`config.mk`:
```
export PLATFORM = sky130hd
export DESIGN_NAME = multicycle_control_fsm
export DESIGN_NICKNAME = d
export VERILOG_FILES = /design/src/rtl/multicycle_control_fsm.sv
export SDC_FILE = /design/constraint.sdc
export NUM_CORES = 1
export LEC_CHECK = 0
export CORE_MARGIN = 3
export CORE_UTILIZATION = 40
export DETAILED_ROUTE_END_ITERATION = 16
export GPL_TIMING_DRIVEN = 0
export MAX_ROUTING_LAYER = met4
export PLACE_DENSITY = 0.84
export SLEW_MARGIN = 30
export SYNTH_ARGS = -nofsm -noshare
export SYNTH_HDL_FRONTEND = slang
export SYNTH_SLANG_ARGS = --single-unit
```
`constraint.sdc`:
```
create_clock -name clk -period 4.6 [get_ports clk]
set_clock_uncertainty 0.2 [all_clocks]
set_input_delay 0.69 -clock clk [delete_from_list [all_inputs] [get_ports clk]]
set_output_delay 0.69 -clock clk [all_outputs]
set_load 0.005 [all_outputs]
```
`src/rtl/multicycle_control_fsm.sv`:
```
// rtl/multicycle_control_fsm.sv - multicycle RISC-V control FSM with ALU and immediate decoders
module multicycle_control_fsm (
    input  logic       clk,
    input  logic       reset,
    input  logic [6:0] op,
    input  logic [2:0] funct3,
    input  logic       funct7b5,
    input  logic       zero,
    output logic       PCWrite,
    output logic       AdrSrc,
    output logic       IRWrite,
    output logic       MemWrite,
    output logic       RegWrite,
    output logic [1:0] ResultSrc,
    output logic [1:0] ALUSrcA,
    output logic [1:0] ALUSrcB,
    output logic [1:0] ImmSrc,
    output logic [2:0] ALUControl,
    output logic [3:0] state,
    output logic       illegal
);

    typedef enum logic [3:0] {
        S_FETCH    = 4'd0,
        S_DECODE   = 4'd1,
        S_MEMADR   = 4'd2,
        S_MEMREAD  = 4'd3,
        S_MEMWB    = 4'd4,
        S_MEMWRITE = 4'd5,
        S_EXECUTER = 4'd6,
        S_EXECUTEI = 4'd7,
        S_ALUWB    = 4'd8,
        S_BEQ      = 4'd9,
        S_JAL      = 4'd10
    } state_t;

    localparam logic [6:0] OP_LW  = 7'b0000011;
    localparam logic [6:0] OP_SW  = 7'b0100011;
    localparam logic [6:0] OP_R   = 7'b0110011;
    localparam logic [6:0] OP_I   = 7'b0010011;
    localparam logic [6:0] OP_BEQ = 7'b1100011;
    localparam logic [6:0] OP_JAL = 7'b1101111;

    state_t     state_q;
    state_t     state_d;
    state_t     dec_state;
    logic [1:0] alu_op;
    logic       branch;
    logic       pc_update;
    logic       ir_write_raw;
    logic       mem_write_raw;
    logic       reg_write_raw;
    logic       op_supported;

    always_ff @(posedge clk) begin
        if (reset) state_q <= S_FETCH;
        else       state_q <= state_d;
    end

    assign state = state_q;

    always_comb begin
        state_d = S_FETCH;
        case (state_q)
            S_FETCH:  state_d = S_DECODE;
            S_DECODE: begin
                case (op)
                    OP_LW, OP_SW: state_d = S_MEMADR;
                    OP_R:         state_d = S_EXECUTER;
                    OP_I:         state_d = S_EXECUTEI;
                    OP_JAL:       state_d = S_JAL;
                    OP_BEQ:       state_d = S_BEQ;
                    default:      state_d = S_FETCH;
                endcase
            end
            S_MEMADR:   state_d = (op == OP_LW) ? S_MEMREAD : S_MEMWRITE;
            S_MEMREAD:  state_d = S_MEMWB;
            S_EXECUTER: state_d = S_ALUWB;
            S_EXECUTEI: state_d = S_ALUWB;
            S_JAL:      state_d = S_ALUWB;
            default:    state_d = S_FETCH;
        endcase
    end

    always_comb begin
        op_supported = 1'b0;
        case (op)
            OP_LW, OP_SW, OP_R, OP_I, OP_BEQ, OP_JAL: op_supported = 1'b1;
            default:                                  op_supported = 1'b0;
        endcase
    end

    // Reset decodes as FETCH so the datapath muxes are steady; write enables are gated below.
    assign dec_state = reset ? S_FETCH : state_q;

    always_comb begin
        AdrSrc        = 1'b0;
        ir_write_raw  = 1'b0;
        mem_write_raw = 1'b0;
        reg_write_raw = 1'b0;
        ResultSrc     = 2'b00;
        ALUSrcA       = 2'b00;
        ALUSrcB       = 2'b00;
        alu_op        = 2'b00;
        branch        = 1'b0;
        pc_update     = 1'b0;
        case (dec_state)
            S_FETCH: begin
                ir_write_raw = 1'b1;
                ALUSrcB      = 2'b10;
                ResultSrc    = 2'b10;
                pc_update    = 1'b1;
            end
            S_DECODE: begin
                ALUSrcA = 2'b01;
                ALUSrcB = 2'b01;
            end
            S_MEMADR: begin
                ALUSrcA = 2'b10;
                ALUSrcB = 2'b01;
            end
            S_MEMREAD: AdrSrc = 1'b1;
            S_MEMWB: begin
                ResultSrc     = 2'b01;
                reg_write_raw = 1'b1;
            end
            S_MEMWRITE: begin
                AdrSrc        = 1'b1;
                mem_write_raw = 1'b1;
            end
            S_EXECUTER: begin
                ALUSrcA = 2'b10;
                alu_op  = 2'b10;
            end
            S_EXECUTEI: begin
                ALUSrcA = 2'b10;
                ALUSrcB = 2'b01;
                alu_op  = 2'b10;
            end
            S_ALUWB: reg_write_raw = 1'b1;
            S_BEQ: begin
                ALUSrcA = 2'b10;
                alu_op  = 2'b01;
                branch  = 1'b1;
            end
            S_JAL: begin
                ALUSrcA   = 2'b01;
                ALUSrcB   = 2'b10;
                pc_update = 1'b1;
            end
            default: ;
        endcase
    end

    assign PCWrite  = ~reset & (pc_update | (branch & zero));
    assign IRWrite  = ~reset & ir_write_raw;
    assign MemWrite = ~reset & mem_write_raw;
    assign RegWrite = ~reset & reg_write_raw;
    assign illegal  = ~reset & (state_q == S_DECODE) & ~op_supported;

    always_comb begin
        ALUControl = 3'b000;
        case (alu_op)
            2'b01: ALUControl = 3'b001;
            2'b10: begin
                case (funct3)
                    3'b000:  ALUControl = (op[5] & funct7b5) ? 3'b001 : 3'b000;
                    3'b010:  ALUControl = 3'b101;
                    3'b110:  ALUControl = 3'b011;
                    3'b111:  ALUControl = 3'b010;
                    default: ALUControl = 3'b000;
                endcase
            end
            default: ALUControl = 3'b000;
        endcase
    end

    always_comb begin
        ImmSrc = 2'b00;
        case (op)
            OP_SW:   ImmSrc = 2'b01;
            OP_BEQ:  ImmSrc = 2'b10;
            OP_JAL:  ImmSrc = 2'b11;
            default: ImmSrc = 2'b00;
        endcase
    end

endmodule

```
# Yosys cells after proc, flatten, opt, wreduce, memory -nomap -nowiden
# Cells that the tools add are included.
# W data, S select, Z words.
dict set report totals {
  reg_bits 4
  inputBits 14
  output_inout_bits 21
  elab_cells 71
}
dict set report classes {
  mux 19
  eq_ne 27
  bitwise 11
  n_reduce_logical 13
}
# op n
set ops {}
lappend ops {{$pmux W4 S5} 2}
lappend ops {{$eq A4 B3 Y1 const B} 6}
lappend ops {{$eq A4 B2 Y1 const B} 4}
lappend ops {{$eq A4 B4 Y1 const B} 4}
lappend ops {{$pmux W2 S2} 4}
lappend ops {{$eq A7 B6 Y1 const B} 2}
lappend ops {{$eq A7 B7 Y1 const B} 2}
lappend ops {{$pmux W3 S4} 1}
lappend ops {{$reduce_or A2 Y1} 6}
lappend ops {{$and A1 B1 Y1} 8}
lappend ops {{$eq A4 B1 Y1 const B} 2}
lappend ops {{$logic_not A4 Y1} 2}
lappend ops {{$mux W1} 8}
lappend ops {{$eq A7 B2 Y1 const B} 1}
lappend ops {{$eq A7 B5 Y1 const B} 1}
lappend ops {{$eq A3 B3 Y1 const B} 2}
lappend ops {{$pmux W2 S3} 1}
lappend ops {{$pmux W3 S2} 1}
lappend ops {{$reduce_or A3 Y1} 2}
lappend ops {{$reduce_or A6 Y1} 1}
lappend ops {{$mux W4} 1}
lappend ops {{$reduce_or A4 Y1} 1}
lappend ops {{$eq A3 B2 Y1 const B} 1}
lappend ops {{$logic_not A3 Y1} 1}
lappend ops {{5 further kinds} 6}

# Longest topological paths before layout
dict set report depth {
  word_depth 6
  depth_mapped 8
  ltp_nobuf 7
}

# Least setup slack after synthesis
# No wires, ideal clock.
dict set report synth_path {
  kind {in2out}
  from {in reset}
  to {out ALUControl[2]}
  cell_stages 6
  slack_ns 1.749
  path_buffers 1
  arrival_ns 1.961
  required_ns 3.710
  cell_sequence {clkbuf_1 > nor2_1 > nand2_1 > or2_2 > ha_1 > nor4_1}
}
dict set report synth_via {
  elab_chain_len 6
  word_cells_on_any_way 9
  cone_classes {5 x eq/ne; 3 x mux; 1 x reduce/logical}
}
# element line_no
set synth_rtl {}
lappend synth_rtl {{start, declared} 4} ;# input logic reset,
lappend synth_rtl {{$mux W4 *} 94} ;# assign dec_state = reset ? S_FETCH : state_q;
lappend synth_rtl {{$eq A4 B3 Y1} 107} ;# case (dec_state)
lappend synth_rtl {{$reduce_or A2 Y1 (no line)} n/a}
lappend synth_rtl {{$pmux W2 S2 *} 107}
lappend synth_rtl {{$eq A2 B2 Y1 or $eq A2 B1 Y1 (tied branches)} 163} ;# case (alu_op)
lappend synth_rtl {{$pmux W3 S2 *} 163}
lappend synth_rtl {{end, declared} 18} ;# output logic [2:0] ALUControl,
# Mark *: on every way between the ends. The rest lies on a longest branch, timed or not.

# Worst setup path in the final report
# Same ends and word-level chain as after synthesis.

==> run_results.csv <==
group,metric,value,unit
logic_synthesis,yosys_warnings,0,
logic_synthesis,synthesis.nets,100,
grt,grt_pass1_vias,766,
finish,areaGrowthSynthToFinish,63.8,%
critical_path,cp-start-kind,"input pin",
placed_design,place_hpwl,1440,um
critical_path,cp.required,3.71,ns
clock_network,htreeDepth,1,
finish,fill_cells,102,
sta,fin_setup_tns,0,ns
sta,max_slew_margin,70.2,%
die,row_count,13,
critical_path,crit_path_frequent_cell,"clkdlybuf4s50_1",
power_and_ir_drop,power_density,133,mW/mm^2
grt,track_usage,21.2,%
sta,slew_viol_final,0,
clock_network,clock_sinks,4,
finish,largest_reg_flops,4,
grt,antenna_found_initial,0,
die,dieArea,0.00199,mm^2
power_and_ir_drop,power.leakage,0.317,nW
die,fp.dieH,44.7,um
sta,whs,0.436,ns
critical_path,path_cells,"clkdlybuf4s50_1, clkbuf_1, nor2_1, nand2_1, or2_2, ha_1, nor4_1, clkdlybuf4s50_1",
sta,tightest_slew,0.448,ns
clock_network,post_cts_resize_count,0,
grt,grt-ovfl-total,0,
critical_path,cp.arrival,3.10,ns
die,boundaryPins,35,
sta,rsz0062_at_grt,"false",
critical_path,crit_fanout,10,
detailed_routing,drtIter0Drc,7,
sta,hold_viol_final,0,
clock_network,cts_setup_buffers,0,
logic_synthesis,yosys.cell_types.count,36,
sta,setup_violations,0,
critical_path,slowest_stage,"clkdlybuf4s50_1",
hold_path,holdCritPathClass,"reg2reg",
logic_synthesis,yosys.area.top_type,"dfxtp_1",
logic_synthesis,ys_ff_latch,4,
detailed_routing,route.detailed.drc,0,
grt,grt_max_degree,11,
sta,finalCritPeriodShare,86.7,%
detailed_routing,drt_pre_antenna_iters,4,
clock_network,numCtsBuffers,3,
clock_network,cts_tree,"built",
critical_path,critical_path_class,"in2out",
finish,final_layout_size_suffix_gt1_share,7.44,%
outcome,status,"finished, final reports clean",
finish,layout.cells.most_common,"clkdlybuf4s50_1",
die,core_area,0.00135,mm^2
logic_synthesis,netlist_instances,84,
flow_run,max_cap_viol_count,0,
logic_synthesis,synth_top_area_share,13.4,%
finish,nets,139,
logic_synthesis,synthTopCellsByArea,"dfxtp_1, nor2_1, a21oi_1",
grt,grt_pass1_wl,3110,um
finish,insertedDiodeCount,0,
placed_design,place.gp.congestion,0.846,
clock_network,cts_hold_buf,0,
clock_network,clk_path_buf_depth,2,
clock_network,clock_latency,0.23,ns
detailed_routing,routed_wl,1810,um
detailed_routing,ant_nets,0,
power_and_ir_drop,vdd_ir_drop_max,128,uV
sta,max_freq,251,MHz
finish,layout_common_cells,"clkdlybuf4s50_1, nor2_1, clkbuf_1, a21oi_1",
clock_network,clkTransAtPathRegs,0.03,ns
clock_network,cts_root_buffer,"clkbuf_4",
sta,post-route-min-period,3.99,ns
logic_synthesis,synth_area,598,um^2
detailed_routing,dr_total_vias,781,
placed_design,port_buffers,34,
die,die_w,44.7,um
critical_path,cpPeakStageDelay,0.55,ns
detailed_routing,wl_per_cell,13.3,um
detailed_routing,routed_via_density,5.74,
logic_synthesis,ys_seq_area_share,13.4,%
critical_path,cp-end-kind,"primary output",
die,initial_core_util,44.3,%
logic_synthesis,syn_area_per_cell,7.12,um^2
-- critical path, delay by kind of cell --
kind	cells	cell delay, ns
buf+inv	3	1.23
simple gates	4	0.86
fa+ha+maj	1	0.33
-- synth_stat cells --
cell	count
nand2_1	3
o41ai_1	1
o21ai_0	2
nor4_1	2
nor3b_1	2
nand3b_1	3
xnor2_1	3
nor2_1	10
inv_1	2
and2_1	1
clkbuf_1	6
nand3_1	1
or3_1	2
a21oi_1	6
and3b_1	2
a31oi_1	1
ha_1	2
or3b_1	1
dfxtp_1	4
or4_1	1
mux2_2	1
nor2b_1	1
o32ai_2	1
a2111oi_0	2
a21o_1	1
or3b_2	1
o2111ai_1	2
xor2_1	1
and3_1	2
o21bai_1	3
or2_2	2
nand4_1	1
nor4b_1	3
nand2b_1	4
or3_4	1
nor3_1	3
-- layer usage --
| metal | part of all wire [%] | vias up | GRT usage (%) |
|---|---|---|---|
| met5 | 0 | - | - |
| met4 | 0 | 0 | 9.64 |
| met3 | 5.1 | 0 | 4.07 |
| met2 | 49 | 22 | 33.2 |
| met1 | 46 | 370 | 25.8 |
| li1 | - | 389 | - |
-- metrics by stage --
step / util (%) / cells / power (mW) / area (um^2) / setup WS [ns]
floorplan: - / 84 / 0.0590 / 598 / 1.75
finish: 72.6 / 136 / 0.130 / 980 / 0.612
global placement: 70.9 / 133 / 0.0871 / 957 / 0.634
global route: 72.6 / 136 / 0.140 / 980 / 0.332
CTS: 72.6 / 136 / 0.133 / 980 / 0.612
detailed placement: 70.9 / 133 / 0.0882 / 957 / 0.606
-- layout make-up --
cell class	instances	area, um^2	share of cell area, %
multi-input combinational	72	488	49.8
timing repair buffer	34	340	34.7
sequential	4	80.1	8.17
clock buffer	3	22.5	2.30
buffer	6	22.5	2.30
tap	15	18.8	1.92
inverter	2	7.51	0.766
-- cells by family (layout without fill, tap and decap cells) --
logic type	Yosys count	after routing	synth area share [%]
flops	4	4	13.4
simple gates	46	46	46.9
xor+xnor	4	4	5.86
compound gates	19	19	22.8
mux	1	1	1.88
buf+inv	8	45	5.02
fa+ha+maj	2	2	4.18
-- report_power, final --
part | switching [mW] | internal (mW) | total [mW]
registers | 0.00183 | 0.0359 | 0.0377
logic | 0.0212 | 0.0292 | 0.0504
clock network | 0.0128 | 0.0291 | 0.0419
total | 0.0358 | 0.0941 | 0.130
-- final timing paths --
check | end | startpoint | cells after the start | slack [ns]
setup / recovery | ALUControl[2] | reset | 8 | 0.61
hold / removal | state[2] | state[2] | 2 | 0.44
setup reg to reg | state[2] | state[1] | 4 | 2.78
hold reg to reg | state[2] | state[2] | 2 | 0.44
(Power assumes the default switching activity.)
